==> src/rtl/sync_fifo_param_if.sv <==
// Handshake and status bundle between sync_fifo_param and its producer/consumer.
interface sync_fifo_param_if #(
    parameter int DATA_WIDTH = 8,
    parameter int ADDR_WIDTH = 3
);
    logic                  winc;
    logic [DATA_WIDTH-1:0] writeData;
    logic                  rinc;
    logic                  errClr;
    logic [DATA_WIDTH-1:0] readData;
    logic                  readValid;
    logic                  full;
    logic                  empty;
    logic                  almostFull;
    logic                  almostEmpty;
    logic [ADDR_WIDTH:0]   count;
    logic                  overflow;
    logic                  underflow;

    modport master (
        output winc, writeData, rinc, errClr,
        input  readData, readValid, full, empty, almostFull, almostEmpty,
               count, overflow, underflow
    );

    modport slave (
        input  winc, writeData, rinc, errClr,
        output readData, readValid, full, empty, almostFull, almostEmpty,
               count, overflow, underflow
    );
endinterface

==> src/rtl/sync_fifo_param.sv <==
// Single-clock parametrised FIFO with occupancy count, threshold flags and sticky errors.
// Define SYNC_FIFO_FWFT_EN for first-word-fall-through reads; default is a registered read port.
module sync_fifo_param #(
    parameter int DATA_WIDTH = 8,
    parameter int ADDR_WIDTH = 3,
    parameter int AF_LEVEL   = 6,
    parameter int AE_LEVEL   = 2
) (
    input  logic             clk,
    input  logic             rst,
    sync_fifo_param_if.slave bus
);
    localparam int                  DEPTH     = 2 ** ADDR_WIDTH;
    localparam logic [ADDR_WIDTH:0] CNT_DEPTH = (ADDR_WIDTH + 1)'(DEPTH);
    localparam logic [ADDR_WIDTH:0] CNT_AF    = (ADDR_WIDTH + 1)'(AF_LEVEL);
    localparam logic [ADDR_WIDTH:0] CNT_AE    = (ADDR_WIDTH + 1)'(AE_LEVEL);
    localparam logic [ADDR_WIDTH:0] CNT_ONE   = (ADDR_WIDTH + 1)'(1);

    logic [ADDR_WIDTH:0]   wptr_q, wptr_d;
    logic [ADDR_WIDTH:0]   rptr_q, rptr_d;
    logic [ADDR_WIDTH:0]   count_q, count_d;
    logic                  ovf_q, ovf_d;
    logic                  udf_q, udf_d;
    logic [DATA_WIDTH-1:0] mem_q [DEPTH];

    logic                  full, empty, wacc, racc;
    logic [ADDR_WIDTH-1:0] waddr, raddr;

    // Status is decoded from the registered count only, so it moves on clock edges.
    assign full  = (count_q == CNT_DEPTH);
    assign empty = (count_q == '0);
    assign wacc  = bus.winc & ~full;
    assign racc  = bus.rinc & ~empty;
    assign waddr = wptr_q[ADDR_WIDTH-1:0];
    assign raddr = rptr_q[ADDR_WIDTH-1:0];

    always_comb begin
        wptr_d  = wptr_q;
        rptr_d  = rptr_q;
        count_d = count_q;
        if (wacc) wptr_d = wptr_q + CNT_ONE;
        if (racc) rptr_d = rptr_q + CNT_ONE;
        if (wacc && !racc)      count_d = count_q + CNT_ONE;
        else if (racc && !wacc) count_d = count_q - CNT_ONE;
        // A fresh error in the same cycle as errClr keeps the flag set.
        ovf_d = (ovf_q & ~bus.errClr) | (bus.winc & full);
        udf_d = (udf_q & ~bus.errClr) | (bus.rinc & empty);
    end

    // NOTE: state registers use non-blocking assignments so every flop samples pre-edge values.
    always_ff @(posedge clk or posedge rst) begin
        if (rst) begin
            wptr_q  <= '0;
            rptr_q  <= '0;
            count_q <= '0;
            ovf_q   <= 1'b0;
            udf_q   <= 1'b0;
        end else begin
            wptr_q  <= wptr_d;
            rptr_q  <= rptr_d;
            count_q <= count_d;
            ovf_q   <= ovf_d;
            udf_q   <= udf_d;
        end
    end

    // NOTE: storage has no reset; empty gates every read, so stale words are never observed.
    always_ff @(posedge clk) begin
        if (wacc) mem_q[waddr] <= bus.writeData;
    end

`ifdef SYNC_FIFO_FWFT_EN
    assign bus.readData  = mem_q[raddr];
    assign bus.readValid = ~empty;
`else
    logic [DATA_WIDTH-1:0] rdata_q;
    logic                  rvalid_q;

    always_ff @(posedge clk or posedge rst) begin
        if (rst) begin
            rdata_q  <= '0;
            rvalid_q <= 1'b0;
        end else begin
            rvalid_q <= racc;
            if (racc) rdata_q <= mem_q[raddr];
        end
    end

    assign bus.readData  = rdata_q;
    assign bus.readValid = rvalid_q;
`endif

    assign bus.full        = full;
    assign bus.empty       = empty;
    assign bus.almostFull  = (count_q >= CNT_AF);
    assign bus.almostEmpty = (count_q <= CNT_AE);
    assign bus.count       = count_q;
    assign bus.overflow    = ovf_q;
    assign bus.underflow   = udf_q;
endmodule

==> src/flat_wrapper.sv <==
// flat-port wrapper written by rule: the top's interface ports become plain ports
module sync_fifo_param_flat 
#(
    parameter int DATA_WIDTH = 8,
    parameter int ADDR_WIDTH = 3,
    parameter int AF_LEVEL   = 6,
    parameter int AE_LEVEL   = 2
)
  (clk, rst, bus_winc, bus_writeData, bus_rinc, bus_errClr, bus_readData, bus_readValid, bus_full, bus_empty, bus_almostFull, bus_almostEmpty, bus_count, bus_overflow, bus_underflow);
  sync_fifo_param_if #(.DATA_WIDTH(DATA_WIDTH), .ADDR_WIDTH(ADDR_WIDTH)) bus_i ();
  input  logic clk;
  input  logic rst;
  input wire logic [$bits(bus_i.winc)-1:0] bus_winc;
  input wire logic [$bits(bus_i.writeData)-1:0] bus_writeData;
  input wire logic [$bits(bus_i.rinc)-1:0] bus_rinc;
  input wire logic [$bits(bus_i.errClr)-1:0] bus_errClr;
  output wire logic [$bits(bus_i.readData)-1:0] bus_readData;
  output wire logic [$bits(bus_i.readValid)-1:0] bus_readValid;
  output wire logic [$bits(bus_i.full)-1:0] bus_full;
  output wire logic [$bits(bus_i.empty)-1:0] bus_empty;
  output wire logic [$bits(bus_i.almostFull)-1:0] bus_almostFull;
  output wire logic [$bits(bus_i.almostEmpty)-1:0] bus_almostEmpty;
  output wire logic [$bits(bus_i.count)-1:0] bus_count;
  output wire logic [$bits(bus_i.overflow)-1:0] bus_overflow;
  output wire logic [$bits(bus_i.underflow)-1:0] bus_underflow;
  assign bus_i.winc = bus_winc;
  assign bus_i.writeData = bus_writeData;
  assign bus_i.rinc = bus_rinc;
  assign bus_i.errClr = bus_errClr;
  assign bus_readData = bus_i.readData;
  assign bus_readValid = bus_i.readValid;
  assign bus_full = bus_i.full;
  assign bus_empty = bus_i.empty;
  assign bus_almostFull = bus_i.almostFull;
  assign bus_almostEmpty = bus_i.almostEmpty;
  assign bus_count = bus_i.count;
  assign bus_overflow = bus_i.overflow;
  assign bus_underflow = bus_i.underflow;
  sync_fifo_param #(.DATA_WIDTH(DATA_WIDTH), .ADDR_WIDTH(ADDR_WIDTH), .AF_LEVEL(AF_LEVEL), .AE_LEVEL(AE_LEVEL)) u_core (.clk(clk), .rst(rst), .bus(bus_i));
endmodule
==> config.mk <==
export PLATFORM = sky130hd
export DESIGN_NAME = sync_fifo_param_flat
export DESIGN_NICKNAME = d
export VERILOG_FILES = /design/src/rtl/sync_fifo_param_if.sv /design/src/rtl/sync_fifo_param.sv /design/src/flat_wrapper.sv
export SDC_FILE = /design/constraint.sdc
export NUM_CORES = 1
export LEC_CHECK = 0
export CAP_MARGIN = 20
export CORE_MARGIN = 3
export CORE_UTILIZATION = 57
export CTS_CLUSTER_DIAMETER = 60
export CTS_CLUSTER_SIZE = 30
export DETAILED_ROUTE_END_ITERATION = 8
export PLACE_DENSITY = 0.9
export SYNTH_ARGS = -nofsm -noshare
export SYNTH_HDL_FRONTEND = slang
export SYNTH_SLANG_ARGS = --single-unit
==> constraint.sdc <==
create_clock -name clk -period 3.3 [get_ports clk]
set_clock_uncertainty 0.2 [all_clocks]
set_input_delay 0.495 -clock clk [delete_from_list [all_inputs] [get_ports clk]]
set_output_delay 0.495 -clock clk [all_outputs]
set_load 0.005 [all_outputs]
==> flow_summary.toml <==
[timing]
hold_slack_ps = 284.9
post-route-period-util_pct = 83.67
setup_violations = 0
rsz0062_at_grt = "no"
fmax_mhz = 362.2
hold_viol = 0
fin_setup_tns_ps = 0
relSlewSlack_pct = 48.58
min_period_ps = 2761
worst_slew_pin_slew_ps = 770.5
slew_viol_final = 0

[floorplan]
core_area_mm2 = 0.005956
initial_core_util_pct = 59.33
rows = 28
fp.dieH_um = 84.74
dieArea_mm2 = 0.007180
ioPinCount = 32
dieWidth_um = 84.74

[global_routing]
gr-max-usage-layer = "met2"
met3_usage_pct = 4.612
grt_use_met1_pct = 25.13
grt_overflow = 0
antenna_found_initial = 0
grt_pass1_wl_um = 10520
grt_max_degree = 35
use_met2_pct = 31.03
grt_use_total_pct = 19.39
grt_pass1_vias = 2116

[synthesis]
synth_area_leader_cell = "edfxtp_1"
yosys.area_share.xor_xnor_pct = 1.487
synth_compound_area_share_pct = 6.728
synthSimpleGateAreaFrac_pct = 6.268
synth-edff-count = 64
synthArstFlopShare_pct = 24.71
synthAdderAreaFrac_pct = 2.337
synthMuxAreaShare_pct = 10.66
synth_fp_nets = 242
yosysWarnings = 0
avgSynthCellArea_um2 = 15.84
netlist.area_leader.share_pct = 54.39
syn-cell-area_mm2 = 0.003533
synth_top_family_by_area = "multiplexers"
yosys-top-cells-area = "edfxtp_1, dfrtp_1, mux2_2"
ys.flop_type = "edfxtp_1"
synthCells = 223
ys_seq_area_share_pct = 69.26
synth-seq-cells = 85
synthDistinctLibCells = 35

[critical_path]
r2r_start = "u_core.bus.count[0]$_DFFE_PP0P_"
cp_slowest_cell = "dfrtp_1"
end_kind = "register"
cp-start-kind = "register"
path_class = "reg -> reg"
crit_path_start = "u_core.bus.count[0]$_DFFE_PP0P_"
crit_family = "compound AO/OA/AOI/OAI gates"
required_ps = 3310
cpMostUsedCell = "ha_1"
path_max_fanout = 7
worst-path-buf-inv = 1
r2r_end = "u_core.bus.count[3]$_DFFE_PP0P_"
endpoint = "u_core.bus.count[3]$_DFFE_PP0P_"
crit_chain = "nor4_4 -> nand2b_1 -> ha_1 -> inv_1 -> ha_1 -> a21o_1 -> a2111oi_0 -> o31ai_1"
path_depth = 8
crit_path_max_incr_delay_ps = 520
r2r_slack_ps = 540
reg2regPathDepth = 8
arrival_ps = 2770

[routing]
drc = 0
num_vias = 1981
drt_iter0_markers = 131
drt_first_pass_iters = 4
drt-total-wl_um = 6298
avgRoutedWirePerCell_um = 18.26
viasPerCell = 5.742
antenna_left = 0

[cts]
cts_buffer_depth = 2
cts.repair.resized = 0
cts_setup_buffers = 0
clkTransAtPathRegs_ps = 80
clock-root-buffer = "clkbuf_8"
hold_buffers = 0
numCtsBuffers = 9
htreeDepth = 3
tritoncts = "done"
clkSinkCount = 85
clkLatencyLatePin_ps = 340

[power_and_ir_drop]
peakVddDrop_uv = 768.5
switching_share_pct = 32.00
comb_power_share_pct = 35.8
pwr-share-clk_pct = 20.1
seq_power_share_pct = 44.1
p_int_uw = 2444
leakage_uw = 0.001509
power_density_mw_per_mm2 = 873.0
p_switching_uw = 1150

[place]
post_dp_cell_area_mm2 = 0.003916
port_buffers = 31
place_hpwl_um = 4420
place_congestion = 0.7003

[run]
max-cap-violations = 0

[finish]
post-route-cell-area_mm2 = 0.004116
layout_commonest_cell = "edfxtp_1"
diodes = 0
n_fill_cell = 391
drive_above_1_share_pct = 17.41
final_cell_mix = "edfxtp_1, clkdlybuf4s50_1, dfrtp_1"
nNetsFinal = 284
area_delta_synth_final_pct = 16.50

[status]
status = "finished clean"

[hold_path]
hold_class = "reg -> reg"
## synth_stat cells, types with 2 or more instances
cell      instances
nor3_1            5
ha_1              5
nor2_1            7
dfrtp_1          21
xnor2_1           5
o21ai_0           4
nor2b_1           2
edfxtp_1         64
buf_6             4
a221o_1           8
nand2_1          20
a21o_1            2
o21ai_1           7
inv_1             4
o22ai_1           8
mux2_2           17
nand2b_1          5
clkbuf_1          2
mux2i_1          17
## through the flow
stage	std cells	total power, uW	util [%]	setup slack (ps)
after floorplan	223	2464	-	524.9
after global placement	329	2809	65.76	476.7
after detailed placement	329	2892	65.76	411.5
after CTS	345	3622	69.12	539.0
after global routing	345	3818	69.12	284.8
final	345	3594	69.12	538.8
## metal layers
layer | wire (um) | part of all wire [%] | vias up
met2 | 3208 | 51 | 62
met1 | 2665 | 42 | 980
met3 | 295 | 4.7 | 12
met5 | 0 | 0 | -
met4 | 129 | 2.0 | 0
li1 | - | - | 927
## final cells by class
cell class              instances  area, um2  area share, %
well taps                      75      93.84          2.280
flip-flops and latches         85       2447          59.45
inverters                       5      18.77         0.4559
clock buffers                  11      141.4          3.435
clock inverters                 5      58.81          1.429
multi-input cells             123      970.9          23.59
repair buffers                 41      385.4          9.362
## cells by family after synthesis
| group | after synthesis |
|---|---|
| xor gates and xnor gates | 6 |
| and+or+nand+nor | 42 |
| muxes | 35 |
| AOI/OAI and AO/OA | 34 |
| buffers and inverters | 15 |
| DFF | 85 |
| adders and majority gates | 6 |
## worst min-delay path by stage
| stage | from | end | cells past startpoint |
|---|---|---|---|
| 5_1_grt | u_core.bus.readData[5]$_DFFE_PP0P_ | u_core.bus.readData[5]$_DFFE_PP0P_ | 2 |
| 6_report | u_core.bus.readData[7]$_DFFE_PP0P_ | u_core.bus.readData[7]$_DFFE_PP0P_ | 2 |
| 3_3_place_gp | u_core.bus.readData[2]$_DFFE_PP0P_ | u_core.bus.readData[2]$_DFFE_PP0P_ | 2 |
| 4_1_cts | u_core.bus.readData[7]$_DFFE_PP0P_ | u_core.bus.readData[7]$_DFFE_PP0P_ | 2 |
| 3_5_place_dp | u_core.bus.readData[7]$_DFFE_PP0P_ | u_core.bus.readData[7]$_DFFE_PP0P_ | 2 |
| 2_1_floorplan | rst | u_core.bus.count[0]$_DFFE_PP0P_ | 1 |
## power groups by stage
stage / logic [uW] / clock network (uW) / registers [uW]
after global placement: 1220 / 0 / 1590
final: 1290 / 723 / 1590
after global routing: 1410 / 781 / 1620
after floorplan: 884 / 0 / 1580
after detailed placement: 1280 / 0 / 1610
after CTS: 1300 / 738 / 1590
## registers in the layout, indices dropped and copies added (netlist names)
| signal | count |
|---|---|
| u_core.bus.underflow | 1 |
| u_core.bus.readValid | 1 |
| u_core.rptr_q | 3 |
| u_core.mem_q | 64 |
| u_core.bus.overflow | 1 |
| u_core.bus.readData | 8 |
| u_core.bus.count | 4 |
| u_core.wptr_q | 3 |
## tightest hold or removal path, delay by kind of cell, from the launching register on
kind	cells	cell delay [ps]
compound gates	1	60
flops	1	350
simple gates	1	50
Note: power is estimated with default switching activity, not from simulation.
